[config.mk]
export PLATFORM = sky130hd
export DESIGN_NAME = password_tx
export DESIGN_NICKNAME = d
export VERILOG_FILES = /design/src/rtl/password_tx.sv
export SDC_FILE = /design/constraint.sdc
export NUM_CORES = 1
export LEC_CHECK = 0
export CORE_UTILIZATION = 51
export DETAILED_ROUTE_END_ITERATION = 16
export PLACE_DENSITY_LB_ADDON = 0.3
export SETUP_SLACK_MARGIN = 0.15
export SLEW_MARGIN = 15
export SYNTH_ARGS = -nofsm -noshare
export SYNTH_HDL_FRONTEND = slang
export SYNTH_SLANG_ARGS = --single-unit
export TNS_END_PERCENT = 20
[constraint.sdc]
create_clock -name clk -period 1.65 [get_ports clk]
set_input_delay 0.165 -clock clk [delete_from_list [all_inputs] [get_ports clk]]
set_output_delay 0.165 -clock clk [all_outputs]
set_load 0.02 [all_outputs]
[src/rtl/password_tx.sv]
// Serial code transmitter: shifts a latched code word out MSB-first,
// followed by a low guard gap and a one-cycle done pulse.
module password_tx #(
  parameter int WIDTH = 4,
  parameter int GAP   = 2
) (
  input  logic             clk,
  input  logic             rst,
  input  logic             start,
  input  logic [WIDTH-1:0] code,
  output logic             out,
  output logic             busy,
  output logic             done
);

  localparam int MAXC = (WIDTH > GAP) ? WIDTH : GAP;
  localparam int CW   = $clog2(MAXC + 1);
  localparam logic [CW-1:0] LAST_BIT = CW'(WIDTH - 1);
  localparam logic [CW-1:0] LAST_GAP = (GAP > 0) ? CW'(GAP - 1) : '0;

  typedef enum logic [1:0] {
    S_IDLE,
    S_SEND,
    S_GAP
  } state_e;

  state_e           state_q, state_d;
  logic [WIDTH-1:0] sreg_q, sreg_d;
  logic [CW-1:0]    cnt_q, cnt_d;
  logic             out_q, out_d;
  logic             busy_q, busy_d;
  logic             done_q, done_d;

  always_comb begin
    state_d = state_q;
    sreg_d  = sreg_q;
    cnt_d   = cnt_q;
    out_d   = 1'b0;
    busy_d  = busy_q;
    done_d  = 1'b0;
    unique case (state_q)
      S_IDLE: begin
        busy_d = 1'b0;
        if (start) begin
          // First bit goes straight to the output flop; the rest stay queued.
          state_d = S_SEND;
          out_d   = code[WIDTH-1];
          sreg_d  = code << 1;
          cnt_d   = '0;
          busy_d  = 1'b1;
        end
      end
      S_SEND: begin
        if (cnt_q == LAST_BIT) begin
          cnt_d  = '0;
          sreg_d = '0;
          if (GAP > 0) begin
            state_d = S_GAP;
          end else begin
            state_d = S_IDLE;
            busy_d  = 1'b0;
            done_d  = 1'b1;
          end
        end else begin
          out_d  = sreg_q[WIDTH-1];
          sreg_d = sreg_q << 1;
          cnt_d  = cnt_q + CW'(1);
        end
      end
      S_GAP: begin
        if (cnt_q == LAST_GAP) begin
          state_d = S_IDLE;
          cnt_d   = '0;
          busy_d  = 1'b0;
          done_d  = 1'b1;
        end else begin
          cnt_d = cnt_q + CW'(1);
        end
      end
      default: begin
        state_d = S_IDLE;
        cnt_d   = '0;
        sreg_d  = '0;
        busy_d  = 1'b0;
      end
    endcase
  end

  always_ff @(posedge clk or posedge rst) begin
    if (rst) begin
      state_q <= S_IDLE;
      sreg_q  <= '0;
      cnt_q   <= '0;
      out_q   <= 1'b0;
      busy_q  <= 1'b0;
      done_q  <= 1'b0;
    end else begin
      state_q <= state_d;
      sreg_q  <= sreg_d;
      cnt_q   <= cnt_d;
      out_q   <= out_d;
      busy_q  <= busy_d;
      done_q  <= done_d;
    end
  end

  assign out  = out_q;
  assign busy = busy_q;
  assign done = done_q;

endmodule
; After elaboration in Yosys (flattened, before gate mapping)
; Cells that the tools add are included.
[op_classes]
n_addsub = 1
n_mul = 0
n_div = 0
order_cmp = 0
n_eq_ne = 7
n_shift = 0
muxes = 19
n_bitwise = 2
reduce_logical = 4
[ops]
columns = op, count
row1 = one-hot mux 4 bit (3 select lines), 1
row2 = two-way mux 3 bit, 3
row3 = one-hot mux 3 bit (3 select lines), 1
row4 = two-way mux 4 bit, 2
row5 = two-way mux 1 bit, 6
row6 = two-way mux 2 bit, 3
row7 = "inequality test 2 bit, second input constant", 3
row8 = one-hot mux 2 bit (3 select lines), 1
row9 = AND reduction 2 bit, 2
row10 = "adder 3 x 1 -> 3 bit, second input constant", 1
row11 = "== test 3 x 1 -> 1 bit, second input constant", 1
row12 = "== test 3 x 2 -> 1 bit, second input constant", 1
row13 = one-hot mux 1 bit (3 select lines), 1
row14 = AND reduction 3 bit, 1
row15 = "== test 2 x 1 -> 1 bit, second input constant", 1
row16 = "== test 2 bit, second input constant", 1
row17 = zero test 2 bit, 1
row18 = inverter 1 bit, 2
row19 = one-hot mux 1 bit (2 select lines), 1
[totals]
regBits = 12
latchBits = 0
ramBits = 0
rom_bits = 0
out_inout_bits = 3
wordCells = 39
memories = 0

; Depth between registers and ports, before layout
; Gate-level depths: netlist (run 1).
[logic_depth]
depth_word = 3
ltp_mapped = 5
depth_no_buf = 5

; Worst setup path before layout (run 1)
; Ideal clock, no wire load.
[synth_timing]
kind = flip-flop to flip-flop
start = register cnt_q[0]
end = register cnt_q[0]
setup_time_ns = 0.095
arrival_time_ns = 1.299
path_slack_ns = 0.256
stages_incl_launch_ff = 6
synth_period_minus_slack_ns = 1.394
cell_sequence = dfrtp_1 -> ha_1 -> ha_1 -> and2b_4 -> a21oi_2 -> o31ai_1
[synth_between]
elab_chain_len = 3
[synth_lines]
columns = element, line_no
row1 = "start, declared", 29  ; logic [CW-1:0] cnt_q, cnt_d;
row2 = "start signal, assigned", 100  ; cnt_q <= cnt_d;
row3 = adder 3 x 1 -> 3 bit (tied with other cells), "67, 77"
row4 = two-way mux 3 bit (on tied branches), "71, 54"
row5 = one-hot mux 3 bit (3 select lines) *, 41  ; unique case (state_q)
; Mark *: on every way between the ends. The rest lies on a longest branch, timed or not.
; A chain may end at the register's enable or synchronous reset.

; Worst setup path in the final report (run 1)
[layout_timing]
start = register cnt_q[1]
end = register sreg_q[2]
[layout_between]
elab_chain_len = 3
[layout_lines]
columns = element, line_no
row1 = == test 3 x 2 -> 1 bit, 54  ; if (cnt_q == LAST_BIT) begin
row2 = two-way mux 4 bit, 54
row3 = one-hot mux 4 bit (3 select lines), 41
row4 = "end signal, assigned", 99  ; sreg_q <= sreg_d;
row5 = "end, declared", 28  ; logic [WIDTH-1:0] sreg_q, sreg_d;
; Every way passes these cells.

==> flow_summary.yaml, run 1 <==
global_route:
  antenna_found_initial: 0
  overflow: 0
  first_global_vias: 520
  grt_most_used_layer: "met2"
  grt_first_pass_wirelength_um: 2290
  groute.layer.met2.usage: 0.371
  grt_start_max_net_pins: 12
  grtUsageMet3: 0.0520
  grt_util_all_layers: 0.222
  met1_usage: 0.307
synth:
  synth_sequential_area_ratio: 0.398
  async_reset_ff_frac: 1.00
  syn_area_per_cell_um2: 10.2
  synth.net_count: 83
  post_synth_inst_count: 68
  yosysMostFrequentCell: "inv_1"
  synth_flop_cell: "dfrtp_1"
  synth-edff-count: 0
  synth_area_leaders: "dfrtp_1 (40%), ha_1 (14%), inv_1 (6.5%)"
  synth.top_cell.area_share: 0.398
  synth-seq-cells: 11
  yosys.area.top_type: "dfrtp_1"
  yosysWarnings: 0
  synth.cells.most_frequent: "inv_1 (12), dfrtp_1 (11), ha_1 (8)"
  syn_area_um2: 692
  synth.distinct_cells: 29
critical_path:
  crit_chain: "ha_1 -> ha_1 -> and2b_4 -> a22oi_1 -> o31ai_2"
  crit_top_cell: "ha_1"
  worst_setup_path_start_kind: "flop"
  crit-reg2reg-launch: "cnt_q[1]"
  timing_worst_setup_path_type: "flop to flop"
  critical_path.top_delay_family: "adder cells"
  cp_data_required_time_ns: 1.84
  cp_slowest_cell: "dfrtp_1"
  worst-path-max-fanout: 5
  crit_path_max_incr_delay_ns: 0.42
  endpoint_kind: "flop"
  r2r_setup_slack_ns: 0.15
  critPathArrivalTime_ns: 1.69
  crit-reg2reg-capture: "sreg_q[2]"
  worstRegToRegCells: 5
  critical_path_buf_inv_count: 0
clock_network:
  clock_tree.root_cell: "clkbuf_4"
  cts_tree: "done"
  cts.reportedPaths.clkPinSlew_ns: 0.09
  cts.hold.buffers_added: 0
  clk-insertion-delay-late_ns: 0.27
  tritoncts_num_sinks: 11
  numCtsBuffers: 3
  cts.htree.levels: 1
  clk_path_buf_depth: 2
timing:
  setup_viol: 0
  tns_ns: 0
  final_max_slew_viol_count: 0
  finalHoldViolations: 0
  grt_setup_unrepaired: "yes"
  final_period_demand_of_the_worst_path_ns: 1.50
  worst_clock_skew_ns: 0.00764
  post-route-period-util: 0.908
  timing.slew.headroom: 0.695
  maxClockFrequency_ghz: 0.668
  worstMarginPinSlew_ns: 0.457
floorplanning:
  die-area_um2: 1510
  initial_cell_density_of_the_core: 0.583
  die_width_um: 38.8
  die-height_um: 38.8
  io_pins: 10
  core_area_um2: 1190
  floorplan.rows: 12
finish:
  drive_gt1_frac: 0.159
  syn2layout_area_growth_pct: 20.8
  antenna-diode-count: 0
  final_net_count: 98
power_and_ir_drop:
  power_density_nw_per_um2: 1450
  post-layout-total-power_mw: 1.21
  power_leakage_nw: 0.381
  power.ir.vdd_worst_v: 0.000717
route:
  routed-via-count: 538
  drt_pre_antenna_iters: 4
  wl_per_cell_um: 15.1
  drt_iter0_drc: 12
  routed_wl_um: 1450
  viasPerCell: 5.60
  post-route-drc-count: 0
  ant_nets: 0
outcome:
  run_status: "completed"
worst_hold_path:
  holdCritPathClass: "input pin to async pin"
job:
  max_cap_viol_count: 0
placed_design:
  routabilityCongestion: 0.804
  hpwl_um: 1030
  placement.io_buffers: 9
[per-stage QoR]
stage               hold slack, ns  setup WS [ns]  cell area, um2  instances   util
floorplan                   0.0174          0.256             692         68      -
global placement             0.476          0.213             802         91  0.676
global route                 0.227         0.0724             836         96  0.705
detailed placement           0.486          0.170             802         91  0.676
finish                       0.184          0.152             836         96  0.705
CTS                          0.200          0.163             828         95  0.698
[worst max-delay path by stage]
stage | startpoint | end | slack [ns] | cells past startpoint
2_1_floorplan | cnt_q[0] | cnt_q[0] | 0.26 | 5
3_3_place_gp | cnt_q[1] | busy | 0.21 | 5
3_5_place_dp | cnt_q[0] | sreg_q[2] | 0.17 | 5
4_1_cts | cnt_q[0] | sreg_q[2] | 0.16 | 5
5_1_grt | cnt_q[1] | cnt_q[0] | 0.07 | 5
6_report | cnt_q[1] | sreg_q[2] | 0.15 | 5
[layout by cell type, fill, tap and decap left out]
cell,instances
clkbuf_4,3
and2b_4,1
nor2b_4,1
a32oi_1,1
a2bb2oi_1,1
mux2_2,1
a21oi_1,4
a22o_1,2
o2bb2ai_1,1
and2_1,1
a211oi_2,1
dfrtp_1,11
inv_1,12
mux2_1,1
o31ai_1,1
a21oi_2,1
a211oi_1,1
clkdlybuf4s50_1,9
o21ai_1,2
nor2b_1,1
a31oi_1,1
clkbuf_1,1
nand2_1,5
o21ba_2,1
ha_1,8
buf_4,2
nor2_1,1
o31ai_2,1
a22oi_1,1
o32a_1,1
o21ai_0,3
nand2b_4,1
[registers in the layout, indices dropped and copies added (netlist names)]
name	cells
cnt_q	3
sreg_q	3
state_q	2
busy	1
done	1
out	1
[layer usage]
metal  vias up  share of wire  wire (um)
met3         0          0.031         45
met1       259           0.46        665
met2        15           0.51        739
li1        264              -          -
met5         -              0          0
met4         0              0          0
[worst reg2reg max path: cells and delay by family, from the launching register on]
kind                       cells  cell delay (ns)
AOI/OAI and AO/OA              2             0.27
adders and majority gates      2             0.43
DFF                            1             0.42
and+or+nand+nor                1             0.29
[where the power goes]
group          total, mW  internal [mW]  switching, mW
clock network      0.201         0.0936          0.107
registers          0.404          0.351         0.0521
logic              0.608          0.281          0.326
total               1.21          0.726          0.486
[layout make-up]
type,count,area (um2)
multi-input cells,44,367
fillers,94,350
flip-flops and latches,11,275
repair buffers,11,105
inverters,12,45.0
clock buffers,4,26.3
well taps,14,17.5
[kinds of logic after synthesis]
| family | after synthesis | share of synthesized area |
|---|---|---|
| AOI/OAI and AO/OA | 23 | 0.248 |
| and+or+nand+nor | 11 | 0.105 |
| muxes | 2 | 0.0325 |
| buffers and inverters | 13 | 0.0723 |
| adders and majority gates | 8 | 0.145 |
| DFF | 11 | 0.398 |
[timing repair]
item                                    in CTS  in global routing
buffers inserted                             0                  1
endpoints found under the setup margin       0                  5
gates resized for setup                      0                  1
endpoints found under the hold margin        0                  0
(Power assumes the default switching activity.)
==> run 2: changes to the inputs <==
--- a/config.mk
+++ b/config.mk
@@ -6,6 +6,7 @@
 export NUM_CORES = 1
 export LEC_CHECK = 0
 export CORE_UTILIZATION = 51
+export CTS_BUF_LIST = sky130_fd_sc_hd__clkbuf_8 sky130_fd_sc_hd__clkbuf_16
 export DETAILED_ROUTE_END_ITERATION = 16
 export PLACE_DENSITY_LB_ADDON = 0.3
 export SETUP_SLACK_MARGIN = 0.15
==> run 2 against run 1 <==
  * First-iteration DRC count up 42%
  * Sequential power increased by 3%
  * Routed wire length rose by 8.8%
  * Flip-flop and latch count stayed put
  * Clock-buffer cell count is 1 lower
  * Via count is 4.1% higher
  * Utilization rose by 1.9 points
  * Die area did not move
  * Largest cell class unchanged
  * Sequential share of layout area down 0.72 points
==> flow_summary.yaml, run 2 (synthesis results as in run 1) <==
route:
  drt_iter0_drc: 17
  dr.max_layer_used: "met4"
  wl_met2_um: 782
  drt_pre_antenna_iters: 4
  ant_nets: 0
  met3_length_um: 60
  post-route-drc-count: 0
  routed-via-count: 560
  met1Wirelength_um: 703
  routed_wl_um: 1580
  viasPerCell: 5.83
  wl_per_cell_um: 16.4
floorplanning:
  floorplan.rows: 12
  initial_cell_density_of_the_core: 0.583
  die_width_um: 38.8
  die-height_um: 38.8
  die-area_um2: 1510
  core_area_um2: 1190
  io_pins: 10
placed_design:
  postPlaceCellArea_um2: 802
  placement.io_buffers: 9
  hpwl_um: 1030
  routabilityCongestion: 0.804
timing:
  finalHoldViolations: 0
  maxClockFrequency_ghz: 0.650
  timing.slew.headroom: 0.700
  post-route-period-util: 0.932
  grt_setup_unrepaired: "yes"
  setup_viol: 0
  worstMarginPinSlew_ns: 0.449
  final_period_demand_of_the_worst_path_ns: 1.54
  worst_clock_skew_ns: 0.00509
  tns_ns: 0
  final_max_slew_viol_count: 0
critical_path:
  worst-path-max-fanout: 4
  r2r_setup_slack_ns: 0.11
  critPathArrivalTime_ns: 1.65
  crit-reg2reg-capture: "cnt_q[1]"
  worstRegToRegCells: 5
  worst_setup_path_start_kind: "flop"
  crit-reg2reg-launch: "cnt_q[1]"
  cp_data_required_time_ns: 1.77
  endpoint_kind: "flop"
  timing_worst_setup_path_type: "flop to flop"
power_and_ir_drop:
  power_density_nw_per_um2: 1520
  power_leakage_nw: 0.389
  post-layout-total-power_mw: 1.31
  power.ir.vdd_worst_v: 0.000970
clock_network:
  numCtsBuffers: 3
  cts_tree: "done"
  cts.reportedPaths.clkPinSlew_ns: 0.06
  clock_tree.root_cell: "clkbuf_8"
  cts.hold.buffers_added: 0
  clk-insertion-delay-late_ns: 0.24
  cts.htree.levels: 1
  tritoncts_num_sinks: 11
  clk_path_buf_depth: 2
finish:
  antenna-diode-count: 0
  final_core_utilization: 0.724
  syn2layout_area_growth_pct: 24.1
  final_net_count: 98
  mostFrequentLayoutCells: "inv_1 (13), dfrtp_1 (10), clkdlybuf4s50_1 (9), ha_1 (7), nand2_1 (5)"
  commonest_non_fill_non_tap_cell_in_the_layout: "inv_1"
  top_regs: "cnt_q (3), sreg_q (3), state_q (2)"
  postLayoutCellArea_um2: 858
  drive_gt1_frac: 0.183
  n_fill_cell: 92
global_route:
  grt_start_max_net_pins: 12
  grt_util_all_layers: 0.255
  first_global_vias: 548
  grt_first_pass_wirelength_um: 2460
  overflow: 0
  antenna_found_initial: 0
worst_hold_path:
  holdCritPathClass: "input pin to async pin"
outcome:
  run_status: "completed"
job:
  max_cap_viol_count: 0
==> run 2: cell types whose count changed in the layout (fill, tap and decap cells not counted), sizes merged <==
| cell | delta |
|---|---|
| clkbuf | -1 |
| inv | +1 |
==> run 2: cell type report <==
cell class / instances / area, um2 / area share
clock buffers: 3 / 41.3 / 0.0481
clock inverters: 1 / 3.75 / 0.00437
multi-input cells: 44 / 369 / 0.430
well taps: 14 / 17.5 / 0.0204
flip-flops and latches: 11 / 277 / 0.322
repair buffers: 11 / 105 / 0.122
inverters: 12 / 45.0 / 0.0525
==> run 2: layer usage <==
metal	vias to the layer above	global-route usage
li1	261	-
met1	275	0.325
met2	20	0.392
met3	4	0.0694
met4	0	0.129
met5	-	0
==> run 2: worst max-delay path by stage <==
stage	startpoint	to	slack [ns]	cells after the start
floorplan	cnt_q[0]	cnt_q[0]	0.26	5
global placement	cnt_q[1]	busy	0.21	5
detailed placement	cnt_q[0]	sreg_q[2]	0.17	5
CTS	cnt_q[0]	sreg_q[2]	0.15	5
global route	cnt_q[1]	busy	0.07	5
finish	cnt_q[1]	cnt_q[1]	0.11	5
==> run 2: critical path, stage by stage (launching register included) <==
cell and delay (ns):
dfrtp_1 0.42, inv_1 0.08, ha_1 0.26, mux2_2 0.38, a21oi_1 0.20, o21ai_1 0.08
==> run 2: per-stage QoR <==
| step | hold slack (ns) | std cells | setup slack [ns] |
|---|---|---|---|
| finish | 0.223 | 96 | 0.113 |
| global route | 0.273 | 96 | 0.0677 |
| CTS | 0.237 | 95 | 0.152 |
| detailed placement | 0.486 | 91 | 0.170 |
| global placement | 0.476 | 91 | 0.213 |
| floorplan | 0.0174 | 68 | 0.256 |
==> run 2: repair_timing <==
action | 4_1_cts | 5_1_grt
endpoints found under the setup margin | 0 | 7
buffers inserted | 0 | 1
gates resized for setup | 0 | 3
==> run 2: power by group <==
group          total (mW)  internal, mW  leakage, nW  switching, mW
sequential          0.415         0.355        0.144         0.0599
combinational       0.617         0.283        0.219          0.334
clock               0.274         0.164       0.0269          0.111
